[src/rtl/spi_ctrl_dev_link.sv]
// rtl/spi_ctrl_dev_link.sv - SPI controller and device loopback link on one system clock
module spi_ctrl_dev_link #(
  parameter int DATA_W  = 32,
  parameter int CLK_DIV = 8
) (
  input  logic              clk,
  input  logic              rst,
  input  logic              trigger_out,
  input  logic              gpio_trigger,
  input  logic [DATA_W-1:0] to_device,
  input  logic [DATA_W-1:0] to_controller,
  output logic [DATA_W-1:0] from_device,
  output logic              from_device_rdy,
  output logic              spi_clk,
  output logic              spi_mosi,
  output logic              spi_miso,
  output logic              spi_cs,
  output logic [DATA_W-1:0] dev_rx_data,
  output logic              dev_rx_valid
);

  localparam int DIV_W = (CLK_DIV > 1) ? $clog2(CLK_DIV) : 1;
  localparam int CNT_W = $clog2(DATA_W + 1);

  typedef enum logic [2:0] {IDLE, SETUP, XFER, HOLD, GAP} state_t;
  state_t state, state_nxt;

  logic              trig_q, gpio_q, pend_wr, pend_rd;
  logic [DIV_W-1:0]  div_cnt;
  logic [CNT_W-1:0]  bit_cnt;
  logic [DATA_W-1:0] tx_sr, rx_sr;
  logic              is_rd;
  logic              tick, last_bit, wr_edge, rd_edge, start_wr, start_rd;

  // device-side signals
  logic [2:0]        sclk_s, cs_s;
  logic [1:0]        mosi_s;
  logic              dev_wr, miso_q;
  logic [DATA_W-1:0] dev_tx, dev_rx_sr;
  logic [CNT_W-1:0]  dev_bits;
  logic              sclk_rise, sclk_fall, cs_fall, cs_rise;

  assign tick     = (div_cnt == DIV_W'(CLK_DIV - 1));
  assign last_bit = (bit_cnt == CNT_W'(DATA_W - 1));
  assign wr_edge  = trigger_out & ~trig_q;
  assign rd_edge  = gpio_q & ~gpio_trigger;
  assign start_wr = (state == IDLE) & pend_wr;
  assign start_rd = (state == IDLE) & ~pend_wr & pend_rd;

  // Trigger edge detection; edges are remembered until the FSM services them
  always_ff @(posedge clk) begin
    if (rst) begin
      trig_q  <= 1'b0;
      gpio_q  <= 1'b1;
      pend_wr <= 1'b0;
      pend_rd <= 1'b0;
    end else begin
      trig_q  <= trigger_out;
      gpio_q  <= gpio_trigger;
      pend_wr <= (pend_wr & ~start_wr) | wr_edge;
      pend_rd <= (pend_rd & ~start_rd) | rd_edge;
    end
  end

  // Controller state register
  always_ff @(posedge clk) begin
    if (rst) state <= IDLE;
    else     state <= state_nxt;
  end

  // Controller next-state logic; XFER ends on the last SCLK falling edge
  always_comb begin
    state_nxt = state;
    case (state)
      IDLE:    if (pend_wr || pend_rd) state_nxt = SETUP;
      SETUP:   if (tick) state_nxt = XFER;
      XFER:    if (tick && spi_clk && last_bit) state_nxt = HOLD;
      HOLD:    if (tick) state_nxt = GAP;
      GAP:     if (tick) state_nxt = IDLE;
      default: state_nxt = IDLE;
    endcase
  end

  // Controller datapath: divider, shift registers and SPI pin drive
  always_ff @(posedge clk) begin
    if (rst) begin
      div_cnt         <= '0;
      bit_cnt         <= '0;
      tx_sr           <= '0;
      rx_sr           <= '0;
      is_rd           <= 1'b0;
      spi_clk         <= 1'b0;
      spi_mosi        <= 1'b0;
      spi_cs          <= 1'b1;
      from_device     <= '0;
      from_device_rdy <= 1'b0;
    end else begin
      from_device_rdy <= 1'b0;
      div_cnt         <= (state == IDLE || tick) ? '0 : div_cnt + 1'b1;
      case (state)
        IDLE: if (start_wr || start_rd) begin
          tx_sr    <= to_device;
          is_rd    <= start_rd;
          spi_cs   <= 1'b0;
          spi_mosi <= to_device[DATA_W-1];
          bit_cnt  <= '0;
        end
        XFER: if (tick) begin
          spi_clk <= ~spi_clk;
          if (!spi_clk) begin
            rx_sr <= {rx_sr[DATA_W-2:0], spi_miso};
          end else begin
            bit_cnt <= bit_cnt + 1'b1;
            if (!last_bit) begin
              tx_sr    <= {tx_sr[DATA_W-2:0], 1'b0};
              spi_mosi <= tx_sr[DATA_W-2];
            end
          end
        end
        HOLD: if (tick) begin
          spi_cs   <= 1'b1;
          spi_mosi <= 1'b0;
          if (is_rd) begin
            from_device     <= rx_sr;
            from_device_rdy <= 1'b1;
          end
        end
        default: ;
      endcase
    end
  end

  assign sclk_rise = sclk_s[1] & ~sclk_s[2];
  assign sclk_fall = ~sclk_s[1] & sclk_s[2];
  assign cs_fall   = ~cs_s[1] & cs_s[2];
  assign cs_rise   = cs_s[1] & ~cs_s[2];

  // Device: synchronise the SPI pins, then shift on detected SCLK/CS edges
  always_ff @(posedge clk) begin
    if (rst) begin
      sclk_s       <= '0;
      cs_s         <= '1;
      mosi_s       <= '0;
      dev_wr       <= 1'b0;
      miso_q       <= 1'b0;
      dev_tx       <= '0;
      dev_rx_sr    <= '0;
      dev_bits     <= '0;
      dev_rx_data  <= '0;
      dev_rx_valid <= 1'b0;
    end else begin
      sclk_s       <= {sclk_s[1:0], spi_clk};
      cs_s         <= {cs_s[1:0], spi_cs};
      mosi_s       <= {mosi_s[0], spi_mosi};
      dev_rx_valid <= 1'b0;
      if (cs_fall) begin
        dev_tx   <= to_controller;
        miso_q   <= to_controller[DATA_W-1];
        dev_bits <= '0;
        dev_wr   <= ~is_rd;
      end else if (cs_rise) begin
        miso_q <= 1'b0;
        if (dev_wr && dev_bits == CNT_W'(DATA_W)) begin
          dev_rx_data  <= dev_rx_sr;
          dev_rx_valid <= 1'b1;
        end
      end else if (!cs_s[1]) begin
        if (sclk_rise) begin
          dev_rx_sr <= {dev_rx_sr[DATA_W-2:0], mosi_s[1]};
          dev_bits  <= dev_bits + 1'b1;
        end
        if (sclk_fall) begin
          dev_tx <= {dev_tx[DATA_W-2:0], 1'b0};
          miso_q <= dev_tx[DATA_W-2];
        end
      end
    end
  end

  // MISO is released to 0 the moment chip select deasserts
  assign spi_miso = miso_q & ~spi_cs;

endmodule

[config.mk]
export PLATFORM = sky130hd
export DESIGN_NAME = spi_ctrl_dev_link
export DESIGN_NICKNAME = d
export VERILOG_FILES = /design/src/rtl/spi_ctrl_dev_link.sv
export SDC_FILE = /design/constraint.sdc
export NUM_CORES = 1
export LEC_CHECK = 0
export BUFFER_PORTS_ARGS = -buffer_cell sky130_fd_sc_hd__buf_2
export CORE_MARGIN = 2
export CORE_UTILIZATION = 55
export CTS_BUF_LIST = sky130_fd_sc_hd__clkbuf_8
export DETAILED_ROUTE_END_ITERATION = 8
export GPL_TIMING_DRIVEN = 0
export PLACE_DENSITY = 0.83
export SKIP_LAST_GASP = 1
export SYNTH_ARGS = -nofsm -noshare
export SYNTH_HDL_FRONTEND = slang
export SYNTH_SLANG_ARGS = --single-unit
[constraint.sdc]
create_clock -name clk -period 3.17 [get_ports clk]
set_input_delay 0.634 -clock clk [delete_from_list [all_inputs] [get_ports clk]]
set_output_delay 0.634 -clock clk [all_outputs]
set_load 0.05 [all_outputs]
==> metrics.md, run 1 <==
| Metric | Value |
|---|---|
| First-pass GRT wire length | `34200 um` |
| CTS tree | `built` |
| Post-synthesis sequential area ratio | `51.8%` |
| Die Y | `131 um` |
| Worst endpoint required time | `3.54 ns` |
| Main combinational cell family by area after synthesis | `simple AND/OR/NAND/NOR gates` |
| Die area | `17100 um2` |
| Clk Latency, worst-skew pair | `0.52 ns` |
| RSZ-0062 raised after global routing | `no` |
| Dpl hpwl | `14000 um` |
| Yosys warns | `0` |
| Final net count | `1308` |
| Final Hold Fails | `0` |
| Worst-Margin Slew | `1.03 ns` |
| Synth Area in Simple Gates | `20.8%` |
| LEAKAGE | `4.10 nW` |
| Cell area after synthesis | `8820 um2` |
| Hold WS | `0.326 ns` |
| Vias post-DR | `7958` |
| Critical path's slowest cell | `or4b_2` |
| Met1 GRT Util | `30.8%` |
| Dominant cell type by area after synthesis | `dfxtp_1` |
| XOR/XNOR Fraction of Synth Area | `0.596%` |
| Final Wtd Congestion | `0.816` |
| Setup violators final | `0` |
| Final Cycle Share | `72.6%` |
| Wire per inst | `14.2 um` |
| PD cells | `567 nW/um2` |
| Synth Area per Inst | `8.34 um2` |
| # diodes | `0` |
| Minimum clock period after layout | `2.30 ns` |
| FMAX | `434 MHz` |
| Initial antenna violation count | `0` |
| Rel. slew slack | `30.4%` |
| Gr usage total | `24.5%` |
| Synth Area in Compound Gates | `18.3%` |
| CTS Buf Count | `37` |
| Layout cells sized above 1 | `17.8%` |
| Final Non-Filler Cells | `1475` |
| Post-CTS Hold Fix Bufs | `0` |
| # port buffers | `137` |
| Drt pass-1 iters | `5` |
| Post-cts sizing count | `0` |
| Clk root buf | `clkbuf_8` |
| Status | `finished clean` |
| Startpoint types | `flip-flop` |
| Async SR Flop Fraction | `0%` |
| VDD IR max | `0.000466 V` |
| CTS clk-pin slew, worst paths | `0.06 ns` |
| Crit-path cells | `ha_1, ha_1, nand2_1, or4b_2, clkbuf_1, buf_2, nand2_1, a21oi_1` |
| Final TNS setup | `0 ns` |
| Site row count | `46` |
| Die width | `131 um` |
| Main flop type after synthesis | `dfxtp_1` |
| Final setup skew | `0.0153 ns` |
| Core Area | `15800 um2` |
| Starting Density | `55.9%` |
| Worst Path Max Fanout | `10` |
| Post-route ant nets | `0` |
| Worst hold path type | `input pin to flip-flop` |
| Largest net degree at the start of global routing | `11` |
| Top-area cell type share of the netlist area | `51.8%` |
| Mux cell area share after synthesis | `3.40%` |
| Avg Vias per Cell | `5.40` |
| Grt met2 use | `41.4%` |
| H-tree depth | `2` |
| Met3 usage | `5.25%` |
| CP max stage delay | `0.65 ns` |
| Max_cap viols | `0` |
| Filler cells | `1390` |
| Remaining DRCs | `0` |
| Post-CTS Setup Bufs | `0` |
| Worst path arrival time | `2.68 ns` |
| GRT busiest layer | `met2` |
| I/O Pins | `138` |
| Vias in the first global route | `7440` |
| Post-synth EDFFs | `0` |
| Synth area leaders | `dfxtp_1 (52%), nand2_1 (12%), a21oi_1 (8.1%), nor2_1 (4.6%), mux2i_1 (3.4%)` |
| Area growth syn-to-layout | `19.8%` |
| CTS Sinks | `228` |
| Final Max Slew Viols | `0` |
| Global route overflow | `0` |
| DRT iter0 DRCs | `544` |
| Synth Net Count | `1132` |
| Placed insts | `1410` |
| Crit. End Element | `flip-flop` |
| Detailed Route WL | `20900 um` |
| Synth Area in Adders | `0.993%` |
| CP Class | `flip-flop to flip-flop` |
| Post-Syn Instances | `1057` |
| Distinct cells, synth | `51` |
| CTS Buffer Depth | `3` |
| FF+latch count, synth | `228` |
-- area by class of cell --
cell class,instances,area (um2),share of cell area (%)
repair buffers,137,686,6.49
well taps,216,270,2.56
flip-flops and latches,228,4560,43.2
plain buffers,83,334,3.16
clock buffers,51,702,6.64
clock inverters,14,91.3,0.864
inverters,8,30.0,0.284
multi-input cells,738,3890,36.8
-- metal layers --
layer,vias up,routed length (um)
met4,0,586
met2,248,9670
met1,3673,9280
met5,-,0
li1,3981,-
met3,56,1370
-- flip-flops by register name (all words and copies together) (netlist names), 2 cells and up --
register and flops:
dev_bits 6, tx_sr 31, from_device 32, div_cnt 3, dev_rx_data 32, dev_tx 31, dev_rx_sr 32, cs_s 3
state 3, rx_sr 32, bit_cnt 6, sclk_s 3, mosi_s 2
-- cell usage after synthesis (3+ instances only) --
master      n
or3_1       4
o21ai_0     5
dfxtp_1   228
nor3_1      7
buf_2      18
a21oi_1   143
buf_1       6
nand4_1     3
o311a_1    30
nor2b_1     9
clkbuf_1   59
nand2b_1    3
o22ai_1    30
a211oi_1   33
or2_2       3
nand3b_1    4
ha_1        7
nand3_1     4
and3_1      3
nand2_1   272
mux2i_1    30
xor2_1      4
o31ai_1     3
nor2_1    109
inv_1       6
-- cells by family (layout without fill, tap and decap cells) --
group                      after synthesis  after routing
muxes                                   30             30
xor gates and xnor gates                 6              6
and+or+nand+nor                        438            438
DFF                                    228            228
adders and majority gates                7              7
AOI/OAI and AO/OA                      257            257
buffers and inverters                   91            293
-- worst max-delay path: cells and delay by family, from the launching register on --
| kind | cells | cell delay, ns |
|---|---|---|
| fa+ha+maj | 2 | 0.38 |
| flops | 1 | 0.33 |
| buf+inv | 2 | 0.45 |
| simple gates | 3 | 0.91 |
| compound gates | 1 | 0.07 |
-- power by group --
group | internal (mW) | leakage, nW | switching, mW | total (mW)
sequential | 2.94 | 1.85 | 0.0441 | 2.99
combinational | 0.142 | 1.82 | 0.196 | 0.338
clock | 1.51 | 0.434 | 1.16 | 2.67
-- final timing paths --
kind | from | depth (start not counted) | end | slack, ns
min | gpio_trigger | 2 | gpio_q | 0.33
min reg2reg | cs_s[0] | 1 | cs_s[1] | 0.41
max reg2reg | div_cnt[0] | 8 | from_device[8] | 0.87
max | div_cnt[0] | 8 | from_device[8] | 0.87
-- cells in the final DEF, fill, tap and decap left out, types with 3 or more instances in the layout --
cell type / instances
clkbuf_1: 59
dfxtp_1: 228
ha_1: 7
or2_2: 3
inv_1: 13
nand2b_1: 3
nor2b_1: 9
buf_1: 6
nand2_1: 272
o311a_1: 30
nand3b_1: 4
o21ai_0: 5
mux2i_1: 30
nor3_1: 7
a211oi_1: 33
clkinv_2: 4
xor2_1: 4
nand4_1: 3
nor2_1: 109
nand3_1: 4
o31ai_1: 3
or3_1: 4
clkbuf_8: 51
o22ai_1: 30
a21oi_1: 143
buf_2: 155
and3_1: 3
-- per-stage QoR --
step	setup slack [ns]	power [mW]	utilization [%]	area (um2)
after floorplan	1.24	3.27	-	8820
after global placement	0.884	3.37	62.0	9780
after detailed placement	0.888	3.38	62.0	9780
after CTS	0.844	6.03	67.0	10600
after global routing	0.658	6.23	67.0	10600
final	0.868	5.99	67.0	10600
(Power assumes the default switching activity.)
==> inputs of run 2 (changes only) <==
Settings changed: ABC_AREA set to 1, CORE_UTILIZATION 55 to 53.
Clock period 3.17 ns to 1.95 ns, I/O delays scaled along.
==> run 2 against run 1 <==
Against the previous run: sequential share of layout area up 0.22 points; largest power group unchanged; critical endpoint is now spi_miso; register-to-register slack worse by 0.72 ns; highest routed layer unchanged; largest cell class unchanged; via count is 4.0% higher.
==> metrics.md, run 2 <==
| Metric | Value |
|---|---|
| VDD IR max | `0.000674 V (+45%)` |
| Area growth syn-to-layout | `19.2%` |
| Gr usage total | `23.3% (-1.2 points)` |
| Total power | `11.2 mW (+87%)` |
| Vias in the first global route | `7615 (+2.4%)` |
| LEAKAGE | `4.92 nW (+20%)` |
| Sw frac | `30.2% (+6.9 points)` |
| # port buffers | `136 (-0.73%)` |
| Commonest non-fill, non-tap cell in the layout | `nor2_1` |
| Hold WS | `0.0784 ns (-0.247 ns)` |
| DP Area | `9780 um2 (about the same)` |
| Final core utilization | `64.1% (-2.9 points)` |
| Synth Area per Inst | `7.25 um2 (-13%)` |
| CTS clk-pin slew, worst paths | `0.06 ns (about the same)` |
| CTS Buf Count | `37 (unchanged)` |
| Final net count | `1468 (+12%)` |
| Die area | `17700 um2 (+3.7%)` |
| CP top delay family | `buffers and inverters` |
| Post-synth EDFFs | `0 (unchanged)` |
| Switching Power | `3.38 mW (+140%)` |
| Seq pwr share | `46.8% (-3.0 points)` |
| Pre-CTS setup slack | `-0.141 ns (-1.03 ns)` |
| Final Instance Area | `10500 um2 (-0.47%)` |
| Setup violators final | `0 (unchanged)` |
| Final Max Slew Viols | `0 (unchanged)` |
| CTS tree | `built` |
| Initial antenna violation count | `1 (+1)` |
| Dominant cell type by area after synthesis | `dfxtp_1` |
| FF+latch count, synth | `228 (unchanged)` |
| Final setup skew | `0.0238 ns (+0.00848 ns)` |
| Post-Syn Instances | `1217 (+15%)` |
| CP Class | `flip-flop to output port` |
| Core Area | `16400 um2 (+4.0%)` |
| Comb pwr share | `18.6% (+13 points)` |
| Internal power | `7.83 mW (+70%)` |
| Clock power frac | `34.6% (-9.9 points)` |
| Crit-path cells | `inv_1, nor2_1, clkbuf_4` |
| Distinct cells, synth | `26 (-49%)` |
| FMAX | `540 MHz` |
| Rel. slew slack | `65.4% (+35 points)` |
| Worst setup margin | `0.0985 ns (-0.770 ns)` |
| Worst-Margin Slew | `0.519 ns (-0.509 ns)` |
| Dpl hpwl | `14200 um (+1.4%)` |
| Minimum clock period after layout | `1.85 ns` |
| PD cells | `1070 nW/um2 (+88%)` |
| H-tree depth | `2 (unchanged)` |
| Clk Latency, worst-skew pair | `0.52 ns (about the same)` |
| Buffer and inverter count on the worst path | `2 (unchanged)` |
| Avg Vias per Cell | `5.06 (-6.1%)` |
| Site row count | `47 (+2.2%)` |
| Crit. End Element | `output port` |
| Global route overflow | `0 (unchanged)` |
| Top-count cell post-synth | `nor2_1` |
| Starting Density | `53.8% (-2.1 points)` |
| Synth Net Count | `1292 (+14%)` |
| Worst Path Max Fanout | `2 (-8)` |
| Max_cap viols | `0 (unchanged)` |
| Remaining DRCs | `0 (unchanged)` |
| Worst endpoint required time | `1.56 ns (-1.98 ns)` |
| Startpoint types | `flip-flop` |
| Cell area after synthesis | `8830 um2 (about the same)` |
| Worst hold path type | `input pin to flip-flop` |
| DRT iter0 DRCs | `518 (-4.8%)` |
| Die width | `133 um (+1.9%)` |
| Post-CTS Hold Fix Bufs | `0 (unchanged)` |
| Final Cycle Share | `94.9%` |
| Layout cells sized above 1 | `16.2% (-1.6 points)` |
| Status | `finished clean` |
| Largest net degree at the start of global routing | `11 (unchanged)` |
| Die Y | `133 um (+1.9%)` |
| Wire per inst | `12.5 um (-11%)` |
| Async SR Flop Fraction | `0% (unchanged)` |
| Final Wtd Congestion | `0.893 (+9.4%)` |
| Critical path's slowest cell | `clkbuf_4` |
| CTS Sinks | `228 (unchanged)` |
| Most frequent cells in the layout | `nor2_1 (282), dfxtp_1 (227), nand2_1 (224), o21ai_0 (194), buf_2 (154)` |
| Main flop type after synthesis | `dfxtp_1` |
| Clk root buf | `clkbuf_8` |
| Post-route ant nets | `0 (unchanged)` |
| Synth area leaders | `dfxtp_1 (52%), nor2_1 (12%), o21ai_0 (11%), nand2_1 (9.6%), a21oi_1 (4.6%)` |
| Drt pass-1 iters | `5 (unchanged)` |
| CTS Buffer Depth | `3 (unchanged)` |
| Top-area cell type share of the netlist area | `51.7% (about the same)` |
| Most instantiated cells after synthesis | `nor2_1 (282), dfxtp_1 (228), nand2_1 (225)` |
| Post-synthesis sequential area ratio | `51.7% (about the same)` |
| Vias post-DR | `8274 (+4.0%)` |
| Detailed Route WL | `20500 um (-2.0%)` |
| Yosys warns | `0 (unchanged)` |
| Worst path arrival time | `1.46 ns (-1.22 ns)` |
| CP max stage delay | `0.32 ns (-0.33 ns)` |
| Final Hold Fails | `0 (unchanged)` |
| First-pass GRT wire length | `34500 um (+0.75%)` |
| I/O Pins | `138 (unchanged)` |
-- run 2: changes by cell type in the layout (fill, tap and decap cells not counted), sizes merged, moves of 9 or more --
cell | previous run | this run
nand3 | 4 | 20
nand2 | 272 | 227
o22ai | 30 | 0
nor2 | 109 | 286
a21oi | 143 | 82
clkbuf | 110 | 92
o311a | 30 | 0
inv | 14 | 87
o21ai | 5 | 200
mux2i | 30 | 0
a211oi | 34 | 0
nor2b | 9 | 0
-- run 2: what timing repair did --
action	CTS	global route
gates resized for setup	1	16
endpoints found under the setup margin	19	95
buffers inserted	2	0
pin swaps	1	1
-- run 2: final cells by class --
type	instances	area, um2
fillers	1444	5890
flip-flops and latches	228	4570
multi-input cells	838	3680
repair buffers	138	698
clock buffers	46	633
plain buffers	72	315
inverters	78	293
well taps	220	275
clock inverters	12	52.6
diodes	2	5.00
-- run 2: logic make-up after synthesis --
| kind of cell | Yosys count | synth area share (%) |
|---|---|---|
| AND/OR/NAND/NOR | 544 | 24.0 |
| AO/OA/AOI/OAI | 285 | 16.2 |
| flip-flops | 228 | 51.7 |
| buffers and inverters | 151 | 6.87 |
| adder cells (fa/ha/maj) | 7 | 0.992 |
| XOR/XNOR | 2 | 0.198 |
-- run 2: power by group through the flow --
stage,sequential (mW),clock [mW],combinational [mW]
CTS,5.24,3.95,2.06
floorplan,5.33,0,1.53
global placement,5.32,0,2.00
detailed placement,5.34,0,2.05
global route,5.29,4.16,2.40
finish,5.25,3.88,2.09
-- run 2: routing by layer --
| metal | vias to the layer above | routed length [um] | global-route usage, % |
|---|---|---|---|
| met5 | - | 0 | 0 |
| met4 | 0 | 508 | 9.56 |
| met3 | 48 | 1320 | 4.25 |
| met2 | 255 | 9380 | 37.7 |
| met1 | 3739 | 9300 | 30.8 |
| li1 | 4232 | - | - |
-- run 2: final timing paths --
kind / start / endpoint / slack [ns] / cells after the start
worst max-delay path: miso_q / spi_miso / 0.1 / 3
worst max register to register: div_cnt[0] / tx_sr[4] / 0.15 / 10
worst min-delay path: trigger_out / trig_q / 0.08 / 3
worst min register to register: sclk_s[0] / sclk_s[1] / 0.39 / 2
-- run 2: worst min-delay path, delay by kind of cell --
kind	cells	cell delay, ns
buf+inv	2	0.11
simple gates	1	0.07
-- run 2: stage by stage --
step           std cells  setup TNS (ns)
6_report            1634               0
5_1_grt             1633        -0.00985
4_1_cts             1633               0
3_5_place_dp        1573           -2.36
3_3_place_gp        1573           -1.52
2_1_floorplan       1217               0
==> inputs of run 3 (changes only) <==
Settings changed: CORE_UTILIZATION 53 to 40, PLACE_DENSITY 0.83 to 0.67.
==> run 3 against run 2 <==
Against the previous run: via count down 2.4%; clock-buffer cell count is 7 higher; non-clock buffer count unchanged; critical path depth is 7 higher; cell area rose by 2.5%; setup slack improved by 0.039 ns; fmax grew 2.1%; critical path type is now flip-flop to flip-flop; critical endpoint is now dev_tx[20].
==> metrics.md, run 3 (same netlist as run 2, synthesis figures left out) <==
| Metric | Value |
|---|---|
| Worst Path Max Fanout | `10 (+8)` |
| Area of the multi-input gates | `3690 um2 (+0.17%)` |
| Remaining DRCs | `0 (unchanged)` |
| CTS Buf Count | `40 (+8.1%)` |
| Avg Vias per Cell | `4.73 (-6.5%)` |
| Gr usage total | `18.5% (-4.8 points)` |
| DP Area | `9860 um2 (+0.77%)` |
| Worst path arrival time | `2.23 ns (+0.77 ns)` |
| Setup violators final | `0 (unchanged)` |
| Placed insts | `1633 (+3.8%)` |
| Filler cells | `2228 (+54%)` |
| Die Y | `153 um (+15%)` |
| Commonest non-fill, non-tap cell in the layout | `nor2_1` |
| Final Cycle Share | `93.0% (-2.0 points)` |
| Reg area | `4570 um2 (about the same)` |
| LEAKAGE | `5.01 nW (+1.9%)` |
| Most frequent cells in the layout | `nor2_1 (281), dfxtp_1 (227), nand2_1 (224), o21ai_0 (192), buf_2 (152)` |
| Largest net degree at the start of global routing | `11 (unchanged)` |
| Dpl hpwl | `14900 um (+5.0%)` |
| Post-route ant nets | `0 (unchanged)` |
| Detailed Route WL | `21900 um (+6.6%)` |
| Worst endpoint required time | `2.37 ns (+0.81 ns)` |
| Vias in the first global route | `7598 (-0.22%)` |
| Final setup skew | `0.0138 ns (-0.00998 ns)` |
| PD cells | `1110 nW/um2 (+4.5%)` |
| Final Wtd Congestion | `0.817 (-8.5%)` |
| CTS tree | `built` |
| CTS clk-pin slew, worst paths | `0.06 ns (about the same)` |
| Final Instance Area | `10800 um2 (+2.5%)` |
| VDD IR max | `0.000526 V (-22%)` |
| Drt pass-1 iters | `5 (unchanged)` |
| Area growth syn-to-layout | `22.1%` |
| Total power | `12.0 mW (+7.1%)` |
| Starting Density | `40.6% (-13 points)` |
| Initial antenna violation count | `0 (-1)` |
| Rel. slew slack | `62.3% (-3.1 points)` |
| CTS Buffer Depth | `3 (unchanged)` |
| CP Class | `flip-flop to flip-flop` |
| Final core utilization | `49.5% (-15 points)` |
| I/O Pins | `138 (unchanged)` |
| Worst-Margin Slew | `0.565 ns (+0.0462 ns)` |
| Clk root buf | `clkbuf_8` |
| Crit. End Element | `flip-flop` |
| Die width | `153 um (+15%)` |
| Minimum clock period after layout | `1.81 ns (-0.0385 ns)` |
| FMAX | `552 MHz (+2.1%)` |
| Die area | `23300 um2 (+31%)` |
| Core Area | `21800 um2 (+33%)` |
| H-tree depth | `2 (unchanged)` |
| Final Hold Fails | `0 (unchanged)` |
| Final net count | `1471 (+0.20%)` |
| Vias post-DR | `8078 (-2.4%)` |
| Post-CTS Hold Fix Bufs | `0 (unchanged)` |
| DRT iter0 DRCs | `411 (-21%)` |
| Final Non-Filler Cells | `1707 (+4.5%)` |
| Startpoint types | `flip-flop` |
| Worst hold path type | `input pin to flip-flop` |
| Layout cells sized above 1 | `16.6% (+0.39 points)` |
| Wire per inst | `12.8 um (+2.1%)` |
| Status | `finished clean` |
| Max_cap viols | `0 (unchanged)` |
| CTS Sinks | `228 (unchanged)` |
| Site row count | `54 (+15%)` |
| # diodes | `0 (-2)` |
| Clk Latency, worst-skew pair | `0.54 ns (+0.02 ns)` |
| Global route overflow | `0 (unchanged)` |
| # port buffers | `136 (unchanged)` |
| First-pass GRT wire length | `36400 um (+5.7%)` |
| Final Max Slew Viols | `0 (unchanged)` |
[run 3: final timing paths]
| kind | end | depth (start not counted) | from | slack [ns] |
|---|---|---|---|---|
| worst max-delay path | dev_tx[20] | 10 | cs_s[1] | 0.14 |
| worst max register to register | dev_tx[20] | 10 | cs_s[1] | 0.14 |
| worst min register to register | cs_s[1] | 1 | cs_s[0] | 0.41 |
| worst min-delay path | trig_q | 3 | trigger_out | 0.08 |
[run 3: what timing repair did]
action	4_1_cts	5_1_grt
buffers inserted	1	0
gates resized for setup	1	18
pin swaps	1	0
endpoints found under the setup margin	48	103
endpoints found under the hold margin	0	0
[run 3: final cells by class]
cell class	instances	area share [%]
Multi-Input combinational cell	838	34.2
Tap cell	280	3.25
Timing Repair Buffer	137	6.41
Sequential cell	228	42.4
Clock buffer	53	6.77
Inverter	78	2.72
Buffer	73	2.99
Clock inverter	20	1.28
[run 3: critical path, stage by stage (launching register included)]
cell and delay (ns):
dfxtp_4 0.37, inv_1 0.07, ha_1 0.22, buf_4 0.18, o211ai_1 0.16, buf_4 0.16, inv_1 0.05, clkbuf_4 0.18
buf_4 0.19, nor2_1 0.09, nor2_1 0.05
[run 3: routing by layer]
layer / share of wire (%) / wire length, um / track usage (%) / vias to the layer above
li1: - / - / - / 4239
met1: 49 / 10600 / 25.0 / 3639
met2: 45 / 9750 / 29.9 / 169
met3: 5.2 / 1140 / 4.38 / 31
met4: 1.6 / 357 / 5.20 / 0
met5: 0 / 0 / 0 / -
[run 3: power by group]
part / internal (mW) / total [mW] / switching, mW
clock network: 2.69 / 4.66 / 1.97
registers: 5.04 / 5.25 / 0.205
logic: 0.685 / 2.10 / 1.42
total: 8.42 / 12.0 / 3.59
[run 3: stage by stage]
stage | worst slack [ns] | hold WS, ns | setup TNS [ns]
floorplan | 0.199 | 0.388 | 0
global placement | -0.191 | 0.395 | -3.63
detailed placement | -0.189 | 0.393 | -6.23
CTS | 0.0171 | 0.0503 | 0
global route | -0.0113 | 0.0613 | -0.0113
finish | 0.137 | 0.0807 | 0
